[src/rtl/sap_ram_if.sv]
// Bus-side signal bundle for the SAP program/data RAM: CPU read path plus
// the front-panel programming handshake.
interface sap_ram_if #(
    parameter int AW = 4,
    parameter int DW = 8
);
    logic [AW-1:0] addr;
    logic          ce;
    logic [DW-1:0] bus;
    logic          prog;
    logic [DW-1:0] pdata;
    logic          pvalid;
    logic          pready;
    logic          pdone;

    modport master (
        output addr, ce, prog, pdata, pvalid,
        input  bus, pready, pdone
    );

    modport slave (
        input  addr, ce, prog, pdata, pvalid,
        output bus, pready, pdone
    );
endinterface

[src/rtl/sap_ram.sv]
// SAP program/data RAM: registered one-cycle read onto the shared bus in RUN,
// sequential fill from a valid/ready programming stream in PROG.
module sap_ram #(
    parameter int AW    = 4,
    parameter int DW    = 8,
    parameter int DEPTH = 2**AW
) (
    input logic    clk,
    input logic    clr,
    sap_ram_if.slave m
);
    typedef enum logic [1:0] {RUN, PROG, FULL} state_t;

    state_t        state, state_nx;
    logic [DW-1:0] mem [DEPTH];
    logic [DW-1:0] rdata;
    logic [AW-1:0] pptr;
    logic          pdone_q;
    logic          xfer;
    logic          last;

    assign xfer = m.pvalid && (state == PROG);
    assign last = (pptr == AW'(DEPTH - 1));

    // NOTE: every signal assigned here gets its default first, so no path
    // through the case can leave it unassigned and infer a latch.
    always_comb begin
        state_nx = state;
        unique case (state)
            RUN:  if (m.prog) state_nx = PROG;
            PROG: begin
                if (!m.prog)          state_nx = RUN;
                else if (xfer && last) state_nx = FULL;
            end
            FULL: if (!m.prog) state_nx = RUN;
            default: state_nx = RUN;
        endcase
    end

    // NOTE: state registers use non-blocking assignments so every flop
    // samples pre-edge values regardless of process evaluation order.
    always_ff @(posedge clk or negedge clr) begin
        if (!clr) begin
            state   <= RUN;
            pptr    <= '0;
            pdone_q <= 1'b0;
        end else begin
            state   <= state_nx;
            pdone_q <= (state_nx == FULL);
            if (state == RUN && m.prog) pptr <= '0;
            else if (xfer)              pptr <= pptr + 1'b1;
        end
    end

    // NOTE: the array sits in the async-reset block on purpose: a reset must
    // wipe any partially loaded program, so this maps to flops, not a RAM macro.
    always_ff @(posedge clk or negedge clr) begin
        if (!clr) begin
            for (int i = 0; i < DEPTH; i++) mem[i] <= '0;
            rdata <= '0;
        end else begin
            if (xfer)         mem[pptr] <= m.pdata;
            if (state == RUN) rdata     <= mem[m.addr];
        end
    end

    assign m.pready = (state == PROG);
    assign m.pdone  = pdone_q;
    assign m.bus    = (state == RUN && !m.ce) ? rdata : '0;
endmodule

[src/flat_wrapper.sv]
// flat-port wrapper written by rule: the top's interface ports become plain ports
module sap_ram_flat 
#(
    parameter int AW    = 4,
    parameter int DW    = 8,
    parameter int DEPTH = 2**AW
)
  (clk, clr, m_addr, m_ce, m_prog, m_pdata, m_pvalid, m_bus, m_pready, m_pdone);
  sap_ram_if #(.AW(AW), .DW(DW)) m_i ();
  input logic clk;
  input logic clr;
  input wire logic [$bits(m_i.addr)-1:0] m_addr;
  input wire logic [$bits(m_i.ce)-1:0] m_ce;
  input wire logic [$bits(m_i.prog)-1:0] m_prog;
  input wire logic [$bits(m_i.pdata)-1:0] m_pdata;
  input wire logic [$bits(m_i.pvalid)-1:0] m_pvalid;
  output wire logic [$bits(m_i.bus)-1:0] m_bus;
  output wire logic [$bits(m_i.pready)-1:0] m_pready;
  output wire logic [$bits(m_i.pdone)-1:0] m_pdone;
  assign m_i.addr = m_addr;
  assign m_i.ce = m_ce;
  assign m_i.prog = m_prog;
  assign m_i.pdata = m_pdata;
  assign m_i.pvalid = m_pvalid;
  assign m_bus = m_i.bus;
  assign m_pready = m_i.pready;
  assign m_pdone = m_i.pdone;
  sap_ram #(.AW(AW), .DW(DW), .DEPTH(DEPTH)) u_core (.clk(clk), .clr(clr), .m(m_i));
endmodule
[config.mk]
export PLATFORM = sky130hd
export DESIGN_NAME = sap_ram_flat
export DESIGN_NICKNAME = d
export VERILOG_FILES = /design/src/rtl/sap_ram_if.sv /design/src/rtl/sap_ram.sv /design/src/flat_wrapper.sv
export SDC_FILE = /design/constraint.sdc
export NUM_CORES = 1
export LEC_CHECK = 0
export BUFFER_PORTS_ARGS = -buffer_cell sky130_fd_sc_hd__buf_2
export CORE_MARGIN = 3
export CORE_UTILIZATION = 60
export DETAILED_ROUTE_END_ITERATION = 12
export PLACE_DENSITY = 0.78
export SLEW_MARGIN = 10
export SYNTH_ARGS = -nofsm -noshare
export SYNTH_HDL_FRONTEND = slang
export SYNTH_SLANG_ARGS = --single-unit
[constraint.sdc]
create_clock -name clk -period 3.95 [get_ports clk]
set_input_delay 0.395 -clock clk [delete_from_list [all_inputs] [get_ports clk]]
set_output_delay 0.395 -clock clk [all_outputs]
set_load 0.05 [all_outputs]
==> flow_summary_export.csv, run 1 <==
group,metric,value,unit
floorplanning,coreArea,10940,um2
pwr,power.density,498.1,nW/um2
min_path,hold_path.class,"in -> async",
floorplanning,rows,38,
clock_tree,clkLatencyLatePin,0.41,ns
timing,timing_hold_violations_final,2,
finish,fin_nets,545,
timing,fin_worst_skew,0.006394,ns
timing,holdWs,-0.005470,ns
timing,period_share,0.6751,
timing,max_freq,375.0,MHz
logic_synthesis,synth_cell_types,35,
detailed_routing,vias_per_cell,6.160,
detailed_routing,post_drt_wl_per_cell,22.02,um
global_routing,grt_pass1_vias,4418,
detailed_routing,drc_errors,0,
logic_synthesis,synth_edf_count,0,
logic_synthesis,synth_mux_area_frac,0.3208,
floorplanning,ios,27,
clock_tree,cts_max_path_buffers,2,
detailed_routing,via_count,4170,
logic_synthesis,synth_nets,525,
timing,setup_tns,0,ns
finish,drive_gt1_frac,0.3557,
clock_tree,post_cts_buffers,0,
detailed_routing,drt_iter0_markers,387,
worst_setup_path,crit_fanout,11,
logic_synthesis,yosys_register_bits,143,
global_routing,grt-ovfl-total,0,
finish,area_delta_synth_final,11.57,%
floorplanning,dieArea,12570,um2
run_status,violations,"negative hold slack",
worst_setup_path,crit_required,3.56,ns
timing,worst_pin_slew,1.129,ns
logic_synthesis,yosys.area_share.simple,0.08127,
logic_synthesis,synthFlopType,"dfrtp_1",
logic_synthesis,ys_seq_area_frac,0.5294,
floorplanning,initial_utilization,0.6181,
clock_tree,ctsHoldBuffers,0,
logic_synthesis,synth_warnings,0,
clock_tree,clk_pin_slew_worst_paths,0.06,ns
logic_synthesis,synth_xor_area_frac,0.001296,
timing,finalSetupViolations,0,
timing,max-slew-margin-rel,0.2473,
finish,diodes,0,
job,drv_cap,0,
clock_tree,cts_tree,"built",
global_routing,grt_util_met1,0.3573,
global_routing,grt_max_degree,80,
pwr,vdd_ir_drop_max,0.4380,mV
global_routing,met3_usage,0.06038,
logic_synthesis,synth_cells,504,
logic_synthesis,syn_avg_cell_area,13.41,um2
timing,rsz0062_at_grt,"false",
pwr,finalPower,3.756,mW
global_routing,use_met2,0.3969,
worst_setup_path,cp.arrival,2.27,ns
clock_tree,h-tree-depth,4,
logic_synthesis,synth_fa_ha_area_frac,0.007405,
global_routing,grt_pass1_wl,24660,um
floorplanning,die_y,112.1,um
global_routing,gr-max-usage-layer,"met2",
place,portBuffers,26,
global_routing,antenna_found_initial,0,
logic_synthesis,synthArstFlopShare,1.000,
clock_tree,cts_resized,0,
worst_setup_path,critical-path-max-stage-delay,0.47,ns
detailed_routing,dr.pass1.iters,4,
clock_tree,clkSinkCount,143,
detailed_routing,ant_nets,0,
place,routabilityCongestion,0.8286,
global_routing,track_usage,0.2540,
worst_setup_path,cpMaxStageDelayCell,"dfrtp_1",
floorplanning,die_w,112.1,um
pwr,power.leakage,3.876,nW
timing,slew_viol_final,0,
place,place_hpwl,9725,um
logic_synthesis,synth_area,6759,um2
worst_setup_path,cp-start-kind,"flip-flop",
logic_synthesis,synth_top_family_by_area,"multiplexers",
timing,layout_min_cycle_time,2.667,ns
worst_setup_path,crit_chain,"or2_2 > nor2_1 > and2_1 > buf_2",
detailed_routing,finalWirelength,14910,um
clock_tree,numCtsBuffers,17,
clock_tree,clockRootBuffer,"clkbuf_16",
worst_setup_path,critPathKind,"reg -> out",
logic_synthesis,synth_compound_area_frac,0.03554,
worst_setup_path,end_kind,"output port",
run_status,status,"finished, violations left",
==> where the power goes <==
| group | leakage, nW | switching [mW] | total [mW] | internal, mW |
|---|---|---|---|---|
| registers | 1.93 | 0.101 | 1.74 | 1.64 |
| clock network | 0.288 | 0.566 | 1.56 | 0.993 |
| logic | 1.66 | 0.234 | 0.452 | 0.218 |
| total | 3.88 | 0.901 | 3.76 | 2.85 |
==> synthesized netlist by cell type (3+ instances only) <==
| cell type | n | share of area |
|---|---|---|
| nand2_1 | 32 | 0.018 |
| mux2_1 | 6 | 0.010 |
| nand4_1 | 8 | 0.0074 |
| mux2_2 | 99 | 0.16 |
| and2_1 | 14 | 0.013 |
| buf_2 | 8 | 0.0059 |
| nand2_4 | 4 | 0.0067 |
| mux2i_1 | 64 | 0.095 |
| mux2_4 | 23 | 0.051 |
| nor2_1 | 6 | 0.0033 |
| buf_4 | 5 | 0.0056 |
| nand3_1 | 17 | 0.013 |
| dfrtp_1 | 143 | 0.53 |
| a22oi_1 | 24 | 0.027 |
| inv_1 | 4 | 0.0022 |
| nand2_2 | 3 | 0.0028 |
| o21ai_0 | 3 | 0.0022 |
| nor2b_1 | 3 | 0.0028 |
| clkbuf_1 | 16 | 0.0089 |
| ha_1 | 4 | 0.0074 |
==> critical path, delay by kind of cell, from the launching register on <==
family / cells / cell delay (ns)
buf+inv: 1 / 0.26
flops: 1 / 0.47
simple gates: 3 / 1.14
==> cells in the final DEF (no fill, tap or decap), drive strengths merged <==
cell / count
a21boi: 2
a21oi: 1
a22o: 2
a22oi: 24
and2: 14
and3b: 1
and4b: 1
buf: 31
bufinv: 2
clkbuf: 26
clkinv: 4
dfrtp: 143
ha: 4
inv: 4
mux2: 128
mux2i: 64
nand2: 39
nand3: 17
nand3b: 3
nand4: 8
nor2: 6
nor2b: 3
nor3: 2
nor3b: 2
o21ai: 3
o21bai: 1
or2: 1
xor2: 1
==> layer usage <==
| metal | wire (um) | vias to the layer above |
|---|---|---|
| met5 | 0 | - |
| met2 | 7203 | 105 |
| met4 | 241 | 0 |
| met3 | 710 | 21 |
| li1 | - | 1859 |
| met1 | 6749 | 2185 |
==> worst paths after layout <==
kind                                              from                     endpoint  slack (ns)  cells past startpoint
max                          u_core.state[0]$_DFF_PN0_                     m_bus[2]        1.28                      4
min                                                clr   u_core.mem[59]$_DFFE_PN0P_      -0.005                      1
max reg2reg                  u_core.state[1]$_DFF_PN0_   u_core.mem[92]$_DFFE_PN0P_        1.91                      4
min reg2reg                u_core.mem[101]$_DFFE_PN0P_  u_core.mem[101]$_DFFE_PN0P_        0.49                      1
max in group asynchronous                          clr   u_core.mem[13]$_DFFE_PN0P_        2.99                      2
min in group clk                                m_prog     u_core.m.pdone$_DFF_PN0_        0.27                      2
==> registers in the layout, indices dropped and copies added, names as in the netlist <==
name            flops
u_core.pptr         4
u_core.mem        128
u_core.rdata        8
u_core.state        2
u_core.m.pdone      1
==> through the flow <==
stage | utilization | cell area, um2 | setup slack (ns) | hold WS (ns) | std cells
global route | 0.6896 | 7541 | 1.116 | 0.06693 | 677
finish | 0.6896 | 7541 | 1.283 | -0.005470 | 677
CTS | 0.6896 | 7541 | 1.296 | 0.04805 | 677
detailed placement | 0.6366 | 6962 | 1.748 | 0.4810 | 645
floorplan | - | 6759 | 1.900 | 0.09941 | 504
global placement | 0.6366 | 6962 | 1.754 | 0.4731 | 645
==> final cells by class <==
class | count | area [um2]
clock buffer | 26 | 499.2
clock inverter | 6 | 80.08
fill | 791 | 3395
inverter | 4 | 15.01
multi-input combinational | 327 | 3017
sequential | 143 | 3578
tap | 140 | 175.2
timing repair buffer | 31 | 176.4
==> cell families (layout without fill, tap and decap cells) <==
kind of cell,after synthesis,count (layout)
XOR/XNOR,1,1
flip-flops,143,143
AND/OR/NAND/NOR,97,97
buffers and inverters,34,67
multiplexers,192,192
adder cells (fa/ha/maj),4,4
AO/OA/AOI/OAI,33,33
Note: power is estimated with default switching activity, not from simulation.
==> run 2: changes to the inputs <==
==> constraint.sdc (replaced) <==
create_clock -name clk -period 2.6 [get_ports clk]
set_input_delay 0.26 -clock clk [delete_from_list [all_inputs] [get_ports clk]]
set_output_delay 0.26 -clock clk [all_outputs]
set_load 0.05 [all_outputs]
==> run 2 against run 1 <==
Compared with the run above:
- the run now ends clean
- total power rose by 55%
- worst setup slack got worse by 1.1 ns
- worst hold slack improved by 0.13 ns
- clock skew barely moved
- count of clock-buffer cells in the layout rose by 1
- die area did not move
- critical endpoint is now m_bus[0]
- critical path depth did not move
- final cell count rose by 0.30%
- largest cell class unchanged
==> flow_summary_export.csv, run 2 (synthesized netlist as in run 1, its figures left out) <==
group,metric,value,unit
worst_setup_path,rr_endpoint,"u_core.mem[5]$_DFFE_PN0P_",
global_routing,antenna_found_initial,0,
detailed_routing,finalWirelength,15100,um
finish,largest_register_ffs,128,
pwr,pwr-share-clk,0.425,
pwr,vdd_ir_drop_max,0.5588,mV
finish,top_regs,"u_core.mem: 128 flops, u_core.rdata: 8 flops, u_core.pptr: 4 flops",
timing,setup_tns,0,ns
worst_setup_path,r2r_cells,4,
worst_setup_path,end_kind,"output port",
clock_tree,h-tree-depth,4,
place,portBuffers,26,
finish,layout_common_cells,"dfrtp_1, mux2_2, mux2i_1",
floorplanning,dieArea,12570,um2
detailed_routing,via_count,4205,
clock_tree,clk_pin_slew_worst_paths,0.05,ns
worst_setup_path,critPathKind,"reg -> out",
timing,layout_min_cycle_time,2.377,ns
pwr,p_comb_frac,0.120,
timing,period_share,0.9142,
worst_setup_path,crit_fanout,11,
global_routing,track_usage,0.2548,
place,routabilityCongestion,0.8120,
timing,holdWs,0.1240,ns
clock_tree,clkLatencyLatePin,0.42,ns
detailed_routing,vias_per_cell,6.193,
worst_setup_path,worstReg2RegStart,"u_core.state[1]$_DFF_PN0_",
min_path,hold_path.class,"in -> reg",
finish,fin_nets,548,
finish,multiInputGateArea,3019,um2
pwr,switching_share,0.2400,
worst_setup_path,cp-start-kind,"flip-flop",
worst_setup_path,cp.arrival,2.12,ns
finish,layout_commonest_cell,"dfrtp_1",
min_path,min_to,"u_core.state[1]$_DFF_PN0_",
timing,fin_worst_skew,0.006818,ns
detailed_routing,top_layer,"met4",
timing,slew_viol_final,0,
run_status,status,"finished, final reports clean",
job,drv_cap,0,
floorplanning,die_y,112.1,um
worst_setup_path,crit_required,2.34,ns
detailed_routing,post_drt_wl_per_cell,22.23,um
floorplanning,rows,38,
global_routing,grt_pass1_wl,24350,um
finish,fillers,750,
clock_tree,numCtsBuffers,17,
timing,timing_hold_violations_final,0,
timing,finalSetupViolations,0,
timing,max_freq,420.7,MHz
clock_tree,cts_max_path_buffers,2,
global_routing,grt_pass1_vias,4468,
finish,seq_area,3578,um2
detailed_routing,drc_errors,0,
min_path,holdCritStartpoint,"m_prog",
clock_tree,clkSinkCount,143,
floorplanning,coreArea,10940,um2
detailed_routing,dr.pass1.iters,5,
finish,finish.instance_area,7620,um2
detailed_routing,wl_met3,793,um
floorplanning,die_w,112.1,um
pwr,p_sw,1.395,mW
place,place_area,7002,um2
finish,drive_gt1_frac,0.3618,
global_routing,grt_max_degree,63,
detailed_routing,drt_iter0_markers,312,
finish,largest_register,"u_core.mem",
clock_tree,clockRootBuffer,"clkbuf_16",
detailed_routing,met2_length,7322,um
worst_setup_path,timing.reg2reg.setup_slack,0.57,ns
detailed_routing,ant_nets,0,
min_path,hold_depth,2,
timing,worst_pin_slew,0.8910,ns
place,place_hpwl,9676,um
pwr,power.density,762.9,nW/um2
floorplanning,ios,27,
pwr,p_int,4.418,mW
global_routing,grt-ovfl-total,0,
finish,diodes,0,
detailed_routing,wl_met1,6744,um
finish,area_delta_synth_final,12.74,%
timing,rsz0062_at_grt,"false",
timing,max-slew-margin-rel,0.4048,
pwr,power.leakage,3.906,nW
clock_tree,cts_tree,"built",
clock_tree,post_cts_buffers,0,
floorplanning,initial_utilization,0.6181,
pwr,sequentialPowerShare,0.455,
run 2: power groups by stage:
stage / combinational [mW] / clock (mW) / sequential [mW]
after floorplan: 0.499 / 0 / 2.63
after global placement: 0.666 / 0 / 2.66
after detailed placement: 0.693 / 0 / 2.67
after CTS: 0.702 / 2.49 / 2.64
after global routing: 0.758 / 2.60 / 2.67
final: 0.696 / 2.47 / 2.65
run 2: timing repair:
action | CTS | global route
resized for setup | 0 | 1
hold endpoints to repair | 60 | 0
endpoints found under the setup margin | 0 | 8
hold buffers | 1 | 0
run 2: how the worst max path moves through the flow:
stage,end,depth (start not counted),start,slack (ns)
after global placement,m_bus[2],4,u_core.state[0]$_DFF_PN0_,0.59
final,m_bus[0],4,u_core.state[1]$_DFF_PN0_,0.22
after detailed placement,m_bus[0],4,u_core.state[0]$_DFF_PN0_,0.52
after global routing,m_bus[4],4,u_core.state[1]$_DFF_PN0_,0.11
after floorplan,m_bus[0],5,u_core.state[1]$_DFF_PN0_,0.68
after CTS,m_bus[0],4,u_core.state[0]$_DFF_PN0_,0.07
run 2: metrics by stage:
stage / util / std cells / worst slack [ns] / total power, mW
2_1_floorplan: - / 504 / 0.6846 / 3.129
3_3_place_gp: 0.6403 / 647 / 0.5850 / 3.321
3_5_place_dp: 0.6403 / 647 / 0.5243 / 3.368
4_1_cts: 0.6966 / 679 / 0.07276 / 5.834
5_1_grt: 0.6968 / 679 / 0.1091 / 6.028
6_report: 0.6968 / 679 / 0.2231 / 5.813
run 2: metal layers:
metal,track usage,vias to the layer above
met5,0,-
met4,0.09135,0
met3,0.07655,22
met2,0.3937,109
met1,0.3452,2223
li1,-,1851
run 2: area by class of cell:
cell class                 instances  area share
sequential                       143      0.4696
multi-input combinational        327      0.3962
clock buffer                      27     0.06995
timing repair buffer              34     0.02972
tap                              140     0.02299
clock inverter                     4    0.009524
inverter                           4    0.001970
run 2: critical path: stages (launching register included):
cell     delay [ns]
dfrtp_1        0.48
or2_2          0.44
nor2_2         0.32
and2_1         0.19
buf_2          0.26
==> run 3: changes to the inputs <==
--- a/config.mk
+++ b/config.mk
@@ -6,10 +6,11 @@
 export NUM_CORES = 1
 export LEC_CHECK = 0
 export BUFFER_PORTS_ARGS = -buffer_cell sky130_fd_sc_hd__buf_2
-export CORE_MARGIN = 3
+export CORE_MARGIN = 5
 export CORE_UTILIZATION = 60
 export DETAILED_ROUTE_END_ITERATION = 12
 export PLACE_DENSITY = 0.78
+export RECOVER_POWER = 50
 export SLEW_MARGIN = 10
 export SYNTH_ARGS = -nofsm -noshare
 export SYNTH_HDL_FRONTEND = slang
==> run 3 against run 2 <==
Compared with the run above:
- worst setup slack barely moved
- sequential power barely moved
- critical endpoint is now m_bus[2]
- final cell count rose by 0.29%
- critical path type unchanged
- fmax barely moved
- worst hold slack improved by 0.0039 ns
- die area rose by 7.3%
- largest power group is now clock
- highest routed layer unchanged
- flip-flop and latch count did not move
- via count is 1.2% lower
==> flow_summary_export.csv, run 3 (synthesized netlist as in run 1, its figures left out) <==
group,metric,value,unit
run_status,status,"finished, final reports clean",
timing,holdWs,0.1279,ns
job,drv_cap,0,
global_routing,grt_pass1_vias,4601,
timing,max-slew-margin-rel,0.2223,
timing,rsz0062_at_grt,"false",
finish,fin_nets,549,
min_path,min_to,"u_core.m.pdone$_DFF_PN0_",
detailed_routing,via_count,4154,
floorplanning,coreArea,10940,um2
floorplanning,dieArea,13490,um2
pwr,power.density,796.6,nW/um2
worst_setup_path,cp.arrival,2.12,ns
detailed_routing,post_drt_wl_per_cell,22.49,um
finish,area_delta_synth_final,13.79,%
clock_tree,cts_max_path_buffers,2,
finish,top_regs,"u_core.mem: 128 flops, u_core.rdata: 8 flops, u_core.pptr: 4 flops",
min_path,holdCritStartpoint,"m_prog",
finish,drive_gt1_frac,0.3660,
detailed_routing,drc_errors,0,
finish,finalNonFillerCells,681,
worst_setup_path,worstReg2RegStart,"u_core.state[1]$_DFF_PN0_",
pwr,vdd_ir_drop_max,0.6085,mV
pwr,p_int,4.703,mW
global_routing,track_usage,0.2491,
detailed_routing,ant_nets,0,
timing,max_freq,420.7,MHz
place,place_hpwl,9550,um
finish,final_util,0.7033,
timing,timing_hold_violations_final,0,
worst_setup_path,rr_endpoint,"u_core.mem[89]$_DFFE_PN0P_",
worst_setup_path,end_kind,"output port",
timing,fin_worst_skew,0.008564,ns
finish,diodes,0,
pwr,power.leakage,3.946,nW
worst_setup_path,crit_fanout,11,
clock_tree,clkSinkCount,143,
floorplanning,die_y,116.1,um
finish,largest_register,"u_core.mem",
place,routabilityCongestion,0.8259,
floorplanning,die_w,116.1,um
pwr,switching_share,0.2324,
pwr,p_comb_frac,0.114,
floorplanning,ios,27,
pwr,p_sw,1.424,mW
detailed_routing,finalWirelength,15320,um
clock_tree,numCtsBuffers,17,
worst_setup_path,cp-start-kind,"flip-flop",
timing,worst_pin_slew,1.167,ns
clock_tree,h-tree-depth,4,
pwr,finalPower,6.127,mW
clock_tree,clockRootBuffer,"clkbuf_16",
detailed_routing,drt_iter0_markers,375,
global_routing,grt_max_degree,69,
timing,slew_viol_final,0,
worst_setup_path,crit_required,2.34,ns
place,portBuffers,26,
timing,finalSetupViolations,0,
floorplanning,initial_utilization,0.6181,
timing,period_share,0.9142,
worst_setup_path,r2r_cells,4,
finish,layout_common_cells,"dfrtp_1, mux2_2, mux2i_1",
place,dp_slack,0.5088,ns
clock_tree,clkLatencyLatePin,0.42,ns
floorplanning,rows,38,
finish,layout_commonest_cell,"dfrtp_1",
global_routing,grt-ovfl-total,0,
finish,largest_register_ffs,128,
worst_setup_path,timing.reg2reg.setup_slack,0.53,ns
clock_tree,clk_pin_slew_worst_paths,0.06,ns
timing,layout_min_cycle_time,2.377,ns
min_path,hold_depth,2,
global_routing,antenna_found_initial,0,
worst_setup_path,critPathKind,"reg -> out",
pwr,sequentialPowerShare,0.432,
place,dp_cells,648,
timing,setup_tns,0,ns
clock_tree,cts_tree,"built",
global_routing,grt_pass1_wl,24810,um
finish,finish.instance_area,7691,um2
pwr,pwr-share-clk,0.454,
place,place_area,7009,um2
min_path,hold_path.class,"in -> reg",
timing,layout_setup_ws,0.2230,ns
detailed_routing,vias_per_cell,6.100,
detailed_routing,dr.pass1.iters,4,
run 3: worst max-delay path by stage:
stage | from | cells past startpoint | slack (ns) | end
after floorplan | u_core.state[1]$_DFF_PN0_ | 5 | 0.68 | m_bus[0]
after detailed placement | u_core.state[0]$_DFF_PN0_ | 4 | 0.51 | m_bus[2]
after global placement | u_core.state[0]$_DFF_PN0_ | 4 | 0.56 | m_bus[2]
final | u_core.state[0]$_DFF_PN0_ | 4 | 0.22 | m_bus[2]
after CTS | u_core.state[0]$_DFF_PN0_ | 4 | 0.02 | m_bus[2]
after global routing | u_core.state[0]$_DFF_PN0_ | 4 | 0.09 | m_bus[2]
run 3: timing repair:
action,CTS,global route
gates resized for setup,0,1
setup buffers,0,0
endpoints found under the setup margin,0,8
hold buffers,1,0
hold endpoints to repair,43,0
run 3: worst max-delay path: stages (launching register included):
cell     delay [ns]
dfrtp_1        0.47
or2_2          0.45
nor2_2         0.31
and2_1         0.20
buf_2          0.26
run 3: cell type report:
cell class	instances	area, um2
clock inverter	11	209.0
fill	759	3244
multi-input combinational	327	3019
tap	140	175.2
clock buffer	21	470.5
sequential	143	3578
timing repair buffer	35	224.0
inverter	4	15.01
run 3: metal layers:
layer  GRT usage  wire length [um]
met1      0.3326              6360
met5           0                 0
met3     0.06114              1038
met2      0.3985              7634
met4     0.09435               282
run 3: power groups by stage:
stage | combinational (mW) | sequential [mW] | clock (mW)
after global placement | 0.663 | 2.66 | 0
after CTS | 0.705 | 2.64 | 2.80
after global routing | 0.769 | 2.67 | 2.90
final | 0.698 | 2.65 | 2.78
after floorplan | 0.499 | 2.63 | 0
after detailed placement | 0.693 | 2.68 | 0
